### config.mk
export PLATFORM = sky130hd
export DESIGN_NAME = npu_pair_streamer
export DESIGN_NICKNAME = d
export VERILOG_FILES = /design/src/rtl/npu_strm_pkg.sv /design/src/rtl/npu_pair_streamer.sv
export SDC_FILE = /design/constraint.sdc
export NUM_CORES = 1
export LEC_CHECK = 0
export ABC_AREA = 1
export CAP_MARGIN = 10
export CORE_UTILIZATION = 48
export CTS_CLUSTER_DIAMETER = 50
export DETAILED_ROUTE_END_ITERATION = 8
export PLACE_DENSITY = 0.8
export SYNTH_ARGS = -nofsm -noshare
export SYNTH_HDL_FRONTEND = slang
export SYNTH_SLANG_ARGS = --single-unit
### constraint.sdc
create_clock -name CLKEXT -period 2.6 [get_ports CLKEXT]
set_input_delay 0.39 -clock CLKEXT [delete_from_list [all_inputs] [get_ports CLKEXT]]
set_output_delay 0.39 -clock CLKEXT [all_outputs]
set_load 0.02 [all_outputs]
### src/rtl/npu_strm_pkg.sv
`default_nettype none
// ============================================================================
//  Module   : npu_strm_pkg
//  Brief    : Shared types and constants for the NPU argmax pair streamer.
//  Revision : 1.0 - initial release
// ============================================================================
package npu_strm_pkg;

    localparam int DW_DEF = 16;
    localparam int AW_DEF = 8;

    // Buffer read port returns data one cycle after the strobe
    localparam int RD_LAT = 1;

    // Most negative 16-bit value: padding can never win a strict compare
    localparam logic signed [15:0] PAD_VAL = 16'sh8000;

    typedef enum logic [2:0] {
        IDLE  = 3'd0,
        CLR   = 3'd1,
        RD_A  = 3'd2,
        RD_B  = 3'd3,
        CAP_B = 3'd4,
        EMIT  = 3'd5,
        DONE  = 3'd6
    } strm_state_t;

endpackage
`default_nettype wire

### src/rtl/npu_pair_streamer.sv
`default_nettype none
// ============================================================================
//  Module   : npu_pair_streamer
//  Brief    : Reads N signed results from the output buffer and streams them
//             as (out1,out2) pairs with a trig strobe to the argmax unit.
//  Revision : 1.0 - initial release
// ============================================================================
module npu_pair_streamer
    import npu_strm_pkg::*;
#(
    parameter int DW = DW_DEF,
    parameter int AW = AW_DEF
) (
    input  logic                 CLKEXT,
    input  logic                 RST_STRM,
    input  logic                 EN_STRM,
    input  logic                 start,
    input  logic [AW-1:0]        count,
    output logic                 rd_en,
    output logic [AW-1:0]        rd_addr,
    input  logic signed [DW-1:0] rd_data,
    output logic                 comp_clr,
    output logic                 trig,
    output logic signed [DW-1:0] out1,
    output logic signed [DW-1:0] out2,
    output logic                 busy,
    output logic                 done
);

    // Generic most-negative value so the padding rule holds for any DW
    localparam logic signed [DW-1:0] c_pad = {1'b1, {(DW-1){1'b0}}};

    strm_state_t          r_state;
    strm_state_t          w_next;
    logic [AW-1:0]        r_count;
    logic [AW:0]          r_ptr;
    logic signed [DW-1:0] r_out1;
    logic signed [DW-1:0] r_out2;
    logic                 r_busy;

    logic [AW:0]          w_n;
    logic [AW:0]          w_ptr1;
    logic [AW:0]          w_ptr2;
    logic                 w_has_b;

    // Pointer is one bit wider than the count so ptr+2 cannot wrap at N=2^AW-1
    assign w_n     = {1'b0, r_count};
    assign w_ptr1  = r_ptr + (AW+1)'(1);
    assign w_ptr2  = r_ptr + (AW+1)'(2);
    assign w_has_b = (w_ptr1 < w_n);

    always_comb begin
        w_next   = r_state;
        rd_en    = 1'b0;
        rd_addr  = '0;
        comp_clr = 1'b0;
        trig     = 1'b0;
        done     = 1'b0;
        case (r_state)
            IDLE: begin
                if (start && EN_STRM) w_next = CLR;
            end
            CLR: begin
                comp_clr = 1'b1;
                w_next   = (r_count == '0) ? DONE : RD_A;
            end
            RD_A: begin
                if (EN_STRM) begin
                    rd_en   = 1'b1;
                    rd_addr = r_ptr[AW-1:0];
                    w_next  = RD_B;
                end
            end
            RD_B: begin
                if (w_has_b) begin
                    rd_en   = 1'b1;
                    rd_addr = w_ptr1[AW-1:0];
                end
                w_next = CAP_B;
            end
            CAP_B: begin
                w_next = EMIT;
            end
            EMIT: begin
                if (EN_STRM) begin
                    trig   = 1'b1;
                    w_next = (w_ptr2 >= w_n) ? DONE : RD_A;
                end
            end
            DONE: begin
                done   = 1'b1;
                w_next = IDLE;
            end
            default: begin
                w_next = IDLE;
            end
        endcase
    end

    always_ff @(posedge CLKEXT or posedge RST_STRM) begin
        if (RST_STRM) begin
            r_state <= IDLE;
            r_count <= '0;
            r_ptr   <= '0;
            r_out1  <= '0;
            r_out2  <= '0;
            r_busy  <= 1'b0;
        end else begin
            r_state <= w_next;
            r_busy  <= (w_next != IDLE);
            case (r_state)
                IDLE: begin
                    if (start && EN_STRM) begin
                        r_count <= count;
                        r_ptr   <= '0;
                    end
                end
                RD_B: begin
                    r_out1 <= rd_data;
                end
                CAP_B: begin
                    // Same condition that decided the second read in RD_B
                    r_out2 <= w_has_b ? rd_data : c_pad;
                end
                EMIT: begin
                    if (EN_STRM) r_ptr <= w_ptr2;
                end
                default: begin
                end
            endcase
        end
    end

    assign out1 = r_out1;
    assign out2 = r_out2;
    assign busy = r_busy;

endmodule
`default_nettype wire
Word-level counts from Yosys, hierarchy flattened
Cells that the tools add are included.

word-level totals
  bits in registers = 53
  input bits = 28
  output and inout bits = 45

operators by class
  add/subtract/negate cells = 2
  magnitude comparators = 2
  equal/unequal tests = 8
  muxes and demuxes = 19
  reduce and logical (&&, ||, !) cells = 7

operators with widths
  cell                                           number
  two-way mux 9 bit                              2
  one-hot mux 3 bit (6 select lines)             1
  one-hot mux 9 bit (2 select lines)             1
  two-way mux 16 bit                             1
  two-way mux 8 bit                              2
  one-hot mux 8 bit (2 select lines)             1
  two-way mux 3 bit                              5
  adder 9 x 1 -> 9 bit, second input constant    1
  adder 9 x 2 -> 9 bit, second input constant    1
  == test 3 bit, second input constant           3
  greater-or-equal comparator 9 x 8 -> 1 bit     1
  < comparator 9 x 8 -> 1 bit                    1
  zero test 8 bit                                1
  == test 3 x 2 -> 1 bit, second input constant  2
  two-way mux 1 bit                              5
  != test 2 bit, second input constant           2
  == test 3 x 1 -> 1 bit, second input constant  1
  zero test 3 bit                                1
  AND reduction 3 bit                            1
  nonzero test 3 bit                             1
  one-hot mux 1 bit (2 select lines)             1
  AND reduction 2 bit                            1
  nonzero test 2 bit                             1
  logical AND 1 bit                              1

Depth between registers and ports, before layout
  depth in word-level cells = 6
  gate-level depth with buffers = 15
  mapped depth without buffers = 15

Worst setup path after synthesis
No wires, ideal clock.

  path kind = reg-to-output
  from = register r_ptr[6]
  to = output rd_addr[1]
  data arrival time = 1.839 ns
  setup slack = 0.371 ns
  cell stages (with the launch flop) = 9
  path through = dfrtp_1 clkbuf_1 ha_1 a21oi_1 o21a_1 nand3_2 nor2_4 inv_2 a21oi_1

on the way
  cells in the longest elaborated chain, start to end = 4

RTL lines
  element                             line                      RTL
  start: declaration                  npu_pair_streamer.sv:36   logic [AW:0] r_ptr;
  start signal: assignment            npu_pair_streamer.sv:126  if (EN_STRM) r_ptr <= w_ptr2;
  adder 9 x 1 -> 9 bit                npu_pair_streamer.sv:48   assign w_ptr1 = r_ptr + (AW+1)'(1);
  < comparator 9 x 8 -> 1 bit         npu_pair_streamer.sv:50   assign w_has_b = (w_ptr1 < w_n);
  two-way mux 8 bit                   npu_pair_streamer.sv:75   if (w_has_b) begin
  one-hot mux 8 bit (2 select lines)  npu_pair_streamer.sv:59   case (r_state)
  end: declaration                    npu_pair_streamer.sv:20   output logic [AW-1:0] rd_addr,

No other way between the ends.

Worst setup path in the final report
  from = register r_ptr[4]
  to = output rd_addr[1]

The elaborated chain is that of the path after synthesis.

==> results.tsv <==
stage	metric	value	unit
outcome	status	completed	
route	Vias	2401	
route	# DRC	0	
sta	Worst-Margin Slew	0.649	ns
sta	hold slack	0.476	ns
yosys	Synth top cells by count	110 x nand2_1, 52 x dfrtp_1, 25 x inv_1	
job	max_cap viols	0	
sta	Setup-failing EPs final	0	
global_routing	GR Overflow Total	0	
sta	Final min period	2.50	ns
cells_and_area	fin cells	469	
sta	setup TNS	0	ns
worst_hold_path	hold path startpoint	out1[4]$_DFFE_PP0N_	
worst_hold_path	hold endpoint	out1[4]$_DFFE_PP0N_	
cells_and_area	Post-layout nets	441	
yosys	largest cells by area after synthesis	dfrtp_1 50%, nand2_1 16%, ha_1 7.3%, o21ai_0 4.3%, inv_1 3.6%	
cts	clk slew on worst S/H paths	0.10	ns
global_routing	initial antenna violation count	0	
global_routing	pin count of the biggest net entering global routing	53	
worst_setup_path	crit path max fanout	8	
pwr	leakage	1.82	nW
yosys	Synth Area per Inst	8.27	um^2
worst_hold_path	worst hold path depth	2	
pwr	Max rail drop VDD	433	uV
yosys	Yosys cell types	26	
worst_setup_path	RR Endpoint	busy$_DFF_PP0_	
placement	Placed Cells	461	
worst_setup_path	CP required	2.21	ns
sta	Slew Viols, Final	0	
sta	period utilisation layout	0.962	
floorplan	Die H	75.3	um
placement	PortBufs	72	
floorplan	IO Count	73	
global_routing	GR Util All Layers	0.247	
route	TritonRoute pass-1 iters	4	
placement	post-DP HPWL	4810	um
cts	Hold Buf Count CTS	0	
yosys	EDFF count, synth	0	
yosys	syn_nets	355	
placement	Placement Cell Area	0.00346	mm^2
sta	fmax	0.400	GHz
cells_and_area	Antenna diodes	0	
cells_and_area	final instance area	0.00355	mm^2
yosys	Yosys top cell by area	dfrtp_1	
cells_and_area	share of cells above drive strength 1	0.0927	
cts	clk_lat worst skew	0.31	ns
floorplan	chip width	75.3	um
yosys	Synthesis Warnings	0	
cts	Sink Count	52	
pwr	power per cell area	1040	mW/mm^2
floorplan	row count	26	
cts	root buffer cell	clkbuf_8	
global_routing	first-pass GRT wire length	10300	um
cts	clk buf depth	2	
sta	Hold Vio Cnt, Final	0	
worst_setup_path	Startpoint Class	flip-flop	
route	Vias per Instance	5.12	
worst_setup_path	FF-to-FF path depth	14	
worst_setup_path	worst reg2reg setup slack	0.42	ns
worst_hold_path	hold crit path type	reg2reg	
worst_setup_path	arrival time of the worst setup path	2.11	ns
floorplan	initial core utilization	0.502	
cts	CTS H-tree lvls	2	
cells_and_area	Layout area overhead	37.7	%
yosys	Post-synth ARST share	1.00	
route	Final ANT Viol Nets	0	
yosys	post-synthesis cell area	0.00258	mm^2
cts	CTS Buf Count	5	
yosys	top-count cell post-synth	nand2_1	
sta	RSZ-0062 raised after global routing	false	
yosys	flops & latches, synth	52	
sta	Rel. slew slack	0.568	
cts	CTS tree	built	
floorplan	core box area	0.00514	mm^2
global_routing	vias in the first global route	2195	
worst_setup_path	kind of critical path	reg2out	
worst_setup_path	R2R Path Start	r_ptr[2]$_DFFE_PP0P_	
yosys	Yosys top cell area share	0.505	
yosys	Post-Synthesis Cells	312	
floorplan	DIE AREA	0.00567	mm^2
route	Routed WL per cell	13.9	um
sta	skew final	0.00283	ns
route	Starting DRT DRC Count	179	
route	WL final	6500	um
yosys	Top FF cell, synth	dfrtp_1	
worst_setup_path	crit end category	output port	
placement	GP Congestion	0.881	
yosys	post-synthesis sequential area ratio	0.505	
[worst max-delay path, stage by stage, from the launching register on]
cell	delay [ns]
dfrtp_1	0.42
ha_1	0.31
a21oi_1	0.14
o21ai_0	0.10
nand2_1	0.07
nand3_2	0.09
nor2_4	0.10
inv_2	0.09
a21oi_1	0.15
clkdlybuf4s15_1	0.33
[power by group]
part | internal (W) | switching, W
registers | 0.00114 | 0.000175
clock network | 0.000198 | 0.000284
logic | 0.000822 | 0.00106
total | 0.00216 | 0.00151
[cell type report]
class | count | area [um^2]
fill | 441 | 1590
sequential | 52 | 1300
multi-input combinational | 221 | 1120
timing repair buffer | 88 | 831
inverter | 30 | 113
tap | 70 | 87.6
clock buffer | 5 | 68.8
clock inverter | 3 | 27.5
[routing by layer]
metal	part of all wire	track usage	vias up
li1	-	-	1176
met1	0.42	0.321	1121
met2	0.49	0.413	95
met3	0.068	0.0423	9
met4	0.015	0.0988	0
met5	0	0	-
[through the flow]
step                      setup WS (ns)   util  total power, W
after floorplan                   0.371      -         0.00232
after global placement            0.228  0.674         0.00315
after detailed placement          0.145  0.674         0.00322
after CTS                        0.0111  0.691         0.00370
after global routing           0.000607  0.691         0.00395
final                            0.0986  0.691         0.00368
[worst max path at each step]
stage	start	to	slack [ns]	cells past startpoint
floorplan	r_ptr[6]$_DFFE_PP0P_	rd_addr[1]	0.37	8
global placement	EN_STRM	rd_addr[1]	0.23	4
detailed placement	r_ptr[4]$_DFFE_PP0P_	rd_addr[1]	0.15	9
CTS	r_ptr[4]$_DFFE_PP0P_	rd_addr[0]	0.01	7
global route	r_ptr[4]$_DFFE_PP0P_	rd_addr[5]	0.0006	9
finish	r_ptr[4]$_DFFE_PP0P_	rd_addr[1]	0.1	9
[placed cells by master, fill, tap and decap left out, types with 2 or more instances in the layout]
| cell | n |
|---|---|
| a21boi_1 | 4 |
| a21oi_1 | 18 |
| buf_4 | 16 |
| clkbuf_2 | 2 |
| clkbuf_8 | 5 |
| clkdlybuf4s15_1 | 4 |
| clkdlybuf4s50_1 | 63 |
| dfrtp_1 | 52 |
| dlygate4sd2_1 | 2 |
| ha_1 | 15 |
| inv_1 | 24 |
| inv_2 | 6 |
| nand2_1 | 110 |
| nand3_1 | 11 |
| nand4_1 | 6 |
| nor2_1 | 19 |
| nor3_1 | 2 |
| o21ai_0 | 22 |
| o21ai_1 | 2 |
| o22ai_1 | 2 |
| xor2_1 | 3 |
[flip-flops by register name, summed over array words and instances (netlist names)]
signal   flops
r_state      3
r_count      8
out2        16
out1        16
busy         1
r_ptr        8
[logic make-up after synthesis]
family                     count (synthesis)  synth area share
and+or+nand+nor                          154             0.251
DFF                                       52             0.505
AOI/OAI and AO/OA                         49             0.101
buffers and inverters                     39            0.0602
adders and majority gates                 15            0.0728
xor gates and xnor gates                   3            0.0102
[timing repair]
| action | 4_1_cts | 5_1_grt |
|---|---|---|
| endpoints found under the hold margin | 0 | 0 |
| gates resized for setup | 8 | 9 |
| setup buffers | 0 | 0 |
| setup endpoints to repair | 8 | 8 |
Power figures use the tool's default switching activity.
